--- src/rtl/vga_layer_compositor.sv ---
// N-layer priority pixel compositor with per-layer enable, frame blink and colour key.
// HS/VS/rgb leave through a matched 2-stage pipeline so sync stays aligned to pixels.

module vga_layer_qual #(
  parameter logic [7:0] KEY_RGB = 8'h00
) (
  input  logic       active,
  input  logic       en,
  input  logic       blink,
  input  logic       blink_on,
  input  logic       key_en,
  input  logic [7:0] rgb,
  output logic       q
);
  // Hidden, keyed and disabled layers all collapse to q=0 so lower layers show through.
  assign q = active & en & ~(blink & ~blink_on) & ~(key_en & (rgb == KEY_RGB));
endmodule

module vga_layer_compositor #(
  parameter int         LAYERS       = 7,
  parameter logic [7:0] KEY_RGB      = 8'h00,
  parameter int         BLINK_FRAMES = 30,
  parameter logic       SYNC_ACTIVE  = 1'b0
) (
  input  logic                  clk,
  input  logic                  reset_n,
  input  logic                  hs_in,
  input  logic                  vs_in,
  input  logic                  blank_in,
  input  logic [8*LAYERS-1:0]   layer_rgb,
  input  logic [LAYERS-1:0]     layer_active,
  input  logic [LAYERS-1:0]     layer_en,
  input  logic [LAYERS-1:0]     blink_mask,
  input  logic                  key_en,
  input  logic [7:0]            bg_rgb,
  output logic                  HS,
  output logic                  VS,
  output logic [7:0]            rgb,
  output logic [15:0]           frame_cnt,
  output logic                  blink_on
);
  localparam int BW = (BLINK_FRAMES > 1) ? $clog2(BLINK_FRAMES) : 1;
  localparam logic [BW-1:0] BLINK_LAST = BW'(BLINK_FRAMES - 1);

  logic [LAYERS-1:0]       q_d, q_s1;
  logic [LAYERS-1:0][7:0]  rgb_s1;
  logic                    blank_s1;
  logic [1:0]              hs_pipe, vs_pipe;
  logic [7:0]              pix;
  logic [BW-1:0]           blink_cnt;
  logic                    frame_edge;

  for (genvar i = 0; i < LAYERS; i++) begin : g_layer
    vga_layer_qual #(.KEY_RGB(KEY_RGB)) u_qual (
      .active   (layer_active[i]),
      .en       (layer_en[i]),
      .blink    (blink_mask[i]),
      .blink_on (blink_on),
      .key_en   (key_en),
      .rgb      (layer_rgb[8*i +: 8]),
      .q        (q_d[i])
    );
  end

  // Stage 1: qualified layer flags, colours, blank, and first sync tap.
  always_ff @(posedge clk or negedge reset_n) begin
    if (!reset_n) begin
      q_s1     <= '0;
      rgb_s1   <= '0;
      blank_s1 <= 1'b0;
    end else begin
      q_s1     <= q_d;
      rgb_s1   <= layer_rgb;
      blank_s1 <= blank_in;
    end
  end

  always_ff @(posedge clk or negedge reset_n) begin
    if (!reset_n) begin
      hs_pipe <= {2{~SYNC_ACTIVE}};
      vs_pipe <= {2{~SYNC_ACTIVE}};
    end else begin
      hs_pipe <= {hs_pipe[0], hs_in};
      vs_pipe <= {vs_pipe[0], vs_in};
    end
  end

  assign HS = hs_pipe[1];
  assign VS = vs_pipe[1];

  // Stage 2: lowest-index qualified layer wins; bg_rgb is the live input here.
  always_comb begin
    pix = bg_rgb;
    for (int i = LAYERS - 1; i >= 0; i--)
      if (q_s1[i]) pix = rgb_s1[i];
    if (blank_s1) pix = 8'h00;
  end

  always_ff @(posedge clk or negedge reset_n) begin
    if (!reset_n) rgb <= 8'h00;
    else          rgb <= pix;
  end

  // Frame edge: stage-1 VS just became active while the stage-2 copy is still inactive.
  assign frame_edge = (vs_pipe[0] == SYNC_ACTIVE) && (vs_pipe[1] != SYNC_ACTIVE);

  always_ff @(posedge clk or negedge reset_n) begin
    if (!reset_n) begin
      frame_cnt <= 16'h0000;
      blink_cnt <= '0;
      blink_on  <= 1'b1;
    end else if (frame_edge) begin
      frame_cnt <= frame_cnt + 16'd1;
      if (blink_cnt == BLINK_LAST) begin
        blink_cnt <= '0;
        blink_on  <= ~blink_on;
      end else begin
        blink_cnt <= blink_cnt + BW'(1);
      end
    end
  end
endmodule

--- config.mk ---
export PLATFORM = sky130hd
export DESIGN_NAME = vga_layer_compositor
export DESIGN_NICKNAME = d
export VERILOG_FILES = /design/src/rtl/vga_layer_compositor.sv
export SDC_FILE = /design/constraint.sdc
export NUM_CORES = 1
export LEC_CHECK = 0
export CAP_MARGIN = 40
export CORE_UTILIZATION = 42
export DETAILED_ROUTE_END_ITERATION = 16
export PLACE_DENSITY = 0.73
export RECOVER_POWER = 25
export REMOVE_ABC_BUFFERS = 1
export SYNTH_ARGS = -nofsm -noshare
export SYNTH_HDL_FRONTEND = slang
export SYNTH_SLANG_ARGS = --single-unit
--- constraint.sdc ---
create_clock -name clk -period 1.35 [get_ports clk]
set_input_delay 0.27 -clock clk [delete_from_list [all_inputs] [get_ports clk]]
set_output_delay 0.27 -clock clk [all_outputs]
set_load 0.005 [all_outputs]
# [Word level (Yosys, flattened, before mapping)]
# Cells that the tools add are included.
[word_totals] register_bits=98 out_inout_bits=27
[classes] bitwise=51 eq_ne=1 add_sub_neg=2 muxes=9 n_reduce_logical=9
[ops] op="$mux 8" count=8
[ops] op="$logic_not 8->1" count=7
[ops] op="$and 1x1->1" count=35
[ops] op="$add 16x1->16 const B" count=1
[ops] op="$not 1->1" count=16
[ops] op="$add 5x1->5 const B" count=1
[ops] op="$eq 5x5->1 const B" count=1
[ops] op="$mux 5" count=1
[ops] op="$reduce_and 2->1" count=1
[ops] op="$logic_and 1x1->1" count=1

# [Depth between registers and ports, before layout]
[depth] depth_word=8 mapped_depth=6 ltp_nobuf=6

# [Modules after synthesis]
# From an unflattened synthesis, not the netlist that was laid out.
[unflattened] hier_cells=284 hier_area_um2=3763.6
[modules_own_cells] mod="vga_layer_compositor" area_per_inst_um2=3518.4 seq_area_each_um2=2458.6 cells_per_inst=249 n_inst=1
[modules_own_cells] mod="vga_layer_qual" area_per_inst_um2=35.0 seq_area_each_um2=0.0 cells_per_inst=5 n_inst=7

# [Worst setup path before layout]
# OpenSTA, ideal clock, no wires.
[synth_timing] kind="reg-to-reg" start="register vs_pipe[1]" end="register frame_cnt[12]" path_stages_with_launch=5 slack_ps=-89 arrival_time_ps=1315 path_buffers=0 path_cell_list="dfstp_2 nand3b_1 nor4_2 nand3_1 xnor2_1"
[synth_between] elab_chain_cells=1
[synth_lines] element="start: declaration" line="48" rtl="logic [1:0] hs_pipe, vs_pipe;"
[synth_lines] element="start signal: assignment" line="81" rtl="vs_pipe <= {2{~SYNC_ACTIVE}};"
[synth_lines] element="start signal: assignment" line="84" rtl="vs_pipe <= {vs_pipe[0], vs_in};"
[synth_lines] element="$logic_and 1x1->1" line="105" rtl="assign frame_edge = (vs_pipe[0] == SYNC_ACTIVE) && (vs_pipe[1] != SYNC_ACTIVE);"
[synth_lines] element="end signal: assignment" line="113" rtl="frame_cnt <= frame_cnt + 16'd1;"
[synth_lines] element="end: declaration" line="39" rtl="output logic [15:0] frame_cnt,"
# No other way between the ends.
# A chain may end at the register's enable or synchronous reset.

# [Final worst setup path]
[layout_timing] start="register q_s1[6]" end="register rgb[7]"
[layout_between] elab_chain_cells=8
[layout_lines] element="start: declaration" line="45" rtl="logic [LAYERS-1:0] q_d, q_s1;"
[layout_lines] element="start signal: assignment" line="72" rtl="q_s1 <= q_d;"
[layout_lines] element="$mux 8 (7 in a row)" line="95" rtl="if (q_s1[i]) pix = rgb_s1[i];"
[layout_lines] element="$mux 8" line="96" rtl="if (blank_s1) pix = 8'h00;"
[layout_lines] element="via pix[7]" line="49" rtl="logic [7:0] pix;"
[layout_lines] element="end signal: assignment" line="101" rtl="else rgb <= pix;"
[layout_lines] element="end: declaration" line="38" rtl="output logic [7:0] rgb,"
# The timed path passes the listed nets, and every way through them passes these cells.

==> results by group <==
Detailed routing
  – Drt wl/cell: 15.75 um
  – WL final: 9354 um
  – Vias per cell: 5.121
  – Vias: 3042
  – 1st-pass router iterations: 4
  – Final ANT Viol Nets: 0
  – 1st-iter DRT viols: 92
  – Drt drc: 0

Outcome
  – Outcome: finished with violations
  – Failing checks: negative setup slack

Yosys
  – Sequential area share after synthesis: 65.65%
  – Ys Warns: 0
  – EDFF count, synth: 0
  – Synth async-reset ratio: 100.0%
  – Area contributors post-synth: dfrtp_1, dfstp_2, a221oi_2, o211ai_1, xnor2_1
  – Top_reg_cell synth: dfrtp_1
  – Post-synth top area share: 62.15%
  – Area leader, netlist: dfrtp_1
  – Synthesized flop and latch total: 98
  – Syn_area_per_cell: 13.00 um2
  – Commonest cells post-synth: dfrtp_1, inv_1, nand2_1, o211ai_1
  – Synth cell types: 44
  – Post-Syn Area: 0.003745 mm2
  – Cell with the most instances after synthesis: dfrtp_1
  – Synth Instances: 288

Global routing
  – Total GRT Usage: 20.85%
  – Initial antenna violation count: 2
  – Vias in the first global route: 3008
  – Largest net degree at the start of global routing: 60
  – First-pass GRT wire length: 14120 um
  – Gr ovfl total: 0

Pwr
  – Static leakage: 2.749 nW
  – Cell Pwr Density: 1264 mW/mm2
  – Total Power: 0.007492 W
  – Max VDD drop: 941.4 uV

Layout
  – Layout Utilization: 68.31%
  – Layout cells sized above 1: 30.31%
  – Synth-to-layout area growth: 58.30%
  – Nets@finish: 574
  – Finished Cell Area: 0.005928 mm2
  – Non-Filler Instances: 594
  – Fillers: 653

Critical path
  – Critical path class: reg2reg
  – Critical path launch point type: flop
  – CP Capture Type: flop
  – Crit path DAT: 1.85 ns
  – CP Max Fanout: 8
  – Required time of the worst setup path: 1.62 ns

Clocking
  – CTS max path bufs: 2
  – CTS Buf Count: 9
  – Clock latency on the worst-skew pair: 0.35 ns
  – CTS Sinks: 98
  – CTS tree: yes
  – Root Driver: clkbuf_8
  – H-tree depth: 3
  – CTS clk-pin slew, worst paths: 0.10 ns

Place
  – HPWL Detailed: 6675 um
  – DP Cell Count: 553
  – Routability cong.: 0.8424
  – IO buf count: 117
  – Post-DP Area: 0.005395 mm2

Floorplan
  – Ports: 118
  – Die area: 0.009298 mm2
  – FP Rows: 34
  – Core region area: 0.008678 mm2
  – Die height: 96.43 um
  – Initial Util: 43.15%
  – Die width: 96.43 um

STA
  – Slew Limit Fails: 0
  – Setup Skew: 0.01030 ns
  – Final Hold Vio Count: 0
  – Period utilisation layout: 117.0%
  – Fmax: 0.6331 GHz
  – Worst slew margin: 49.98%
  – Tmin final: 1.580 ns
  – Final WS setup: -0.2296 ns
  – RSZ-0062 raised after global routing: true
  – Final setup vio count: 24
  – Worst-Margin Slew: 0.7503 ns

Flow run
  – Maxcap violations: 0

Hold path
  – Hold WC Path Type: reg2reg
==> what timing repair did <==
| item | CTS | global route |
|---|---|---|
| setup endpoints to repair | 44 | 32 |
| hold buffers | 1 | 0 |
| gates cloned | 0 | 1 |
| pin swaps | 33 | 12 |
| setup buffers | 22 | 6 |
| resized for setup | 84 | 24 |
| endpoints found under the hold margin | 35 | 0 |
==> power breakdown <==
| group | switching (W) | total [W] | internal, W | leakage (nW) |
|---|---|---|---|---|
| Clock | 0.00100 | 0.00206 | 0.00106 | 0.108 |
| Sequential | 0.000208 | 0.00345 | 0.00324 | 1.19 |
| Combinational | 0.000826 | 0.00198 | 0.00115 | 1.46 |
| Total | 0.00204 | 0.00749 | 0.00545 | 2.75 |
==> critical path, cell delays in order, from the launching register on <==
cell and delay (ns):
dfrtp_2 0.51, mux2i_1 0.16, a222oi_1 0.37, o211ai_1 0.20, a221oi_2 0.25
==> stage by stage <==
stage | setup TNS (ns) | setup WS, ns | hold slack (ns)
after floorplan | -0.6349 | -0.08875 | -0.02559
after global placement | -5.431 | -0.3637 | 0.1235
after detailed placement | -5.693 | -0.3995 | 0.1265
after CTS | -2.054 | -0.2056 | 0.2822
after global routing | -7.205 | -0.2461 | 0.3690
final | -2.222 | -0.2296 | 0.3628
==> final timing paths <==
kind / startpoint / end / slack, ns / depth (start not counted)
min in group asynchronous: reset_n / rgb_s1[31]$_DFF_PN0_ / 0.49 / 2
max in group asynchronous: reset_n / blink_on$_DFFE_PN1P_ / 0.06 / 3
setup reg to reg: q_s1[6]$_DFF_PN0_ / rgb[7]$_DFF_PN0_ / -0.23 / 4
setup / recovery: q_s1[6]$_DFF_PN0_ / rgb[7]$_DFF_PN0_ / -0.23 / 4
hold / removal: hs_pipe[0]$_DFF_PN1_ / hs_pipe[1]$_DFF_PN1_ / 0.36 / 0
hold reg to reg: hs_pipe[0]$_DFF_PN1_ / hs_pipe[1]$_DFF_PN1_ / 0.36 / 0
==> cell type report <==
cell class	count	area, um2	area share, %
inverters	30	127.6	2.153
flip-flops and latches	98	2460	41.49
diodes	1	2.502	0.04221
clock buffers	9	123.9	2.089
well taps	108	135.1	2.279
repair buffers	189	1718	28.98
clock inverters	7	100.1	1.688
multi-input cells	152	1261	21.27
==> flip-flops by register name, summed over array words and instances (netlist names) <==
signal and cells:
rgb_s1 56, blank_s1 1, hs_pipe 2, rgb 8, q_s1 7, frame_cnt 16, blink_cnt 5, vs_pipe 2
blink_on 1
==> layout by cell type, fill, tap and decap left out, types with 3 or more instances in the layout <==
cell,instances
dfrtp_1,92
buf_4,58
clkdlybuf4s50_1,46
dlygate4sd3_1,44
inv_1,23
dlygate4sd2_1,16
o211ai_1,14
nand2_1,13
buf_6,13
xnor2_1,10
a221oi_2,9
clkbuf_8,9
nor2_1,8
buf_2,8
mux2i_1,7
a221oi_1,7
nor3_1,7
inv_4,6
a222oi_1,6
or4_1,6
a31oi_1,6
nand4_1,5
xor2_1,5
dfstp_2,5
o21ai_0,4
o21ai_1,3
nor3_2,3
nor4_2,3
==> metal layers <==
| metal | track usage (%) | wire length [um] |
|---|---|---|
| met1 | 25.16 | 3796 |
| met3 | 4.147 | 533 |
| met5 | 0 | 15 |
| met2 | 36.41 | 4882 |
| met4 | 8.946 | 126 |
==> kinds of logic after synthesis <==
| logic type | synth area share (%) |
|---|---|
| DFF | 65.65 |
| and+or+nand+nor | 10.69 |
| AOI/OAI and AO/OA | 12.33 |
| buffers and inverters | 4.443 |
| xor gates and xnor gates | 3.742 |
| muxes | 2.138 |
| adders and majority gates | 1.002 |
Power figures use the tool's default switching activity.
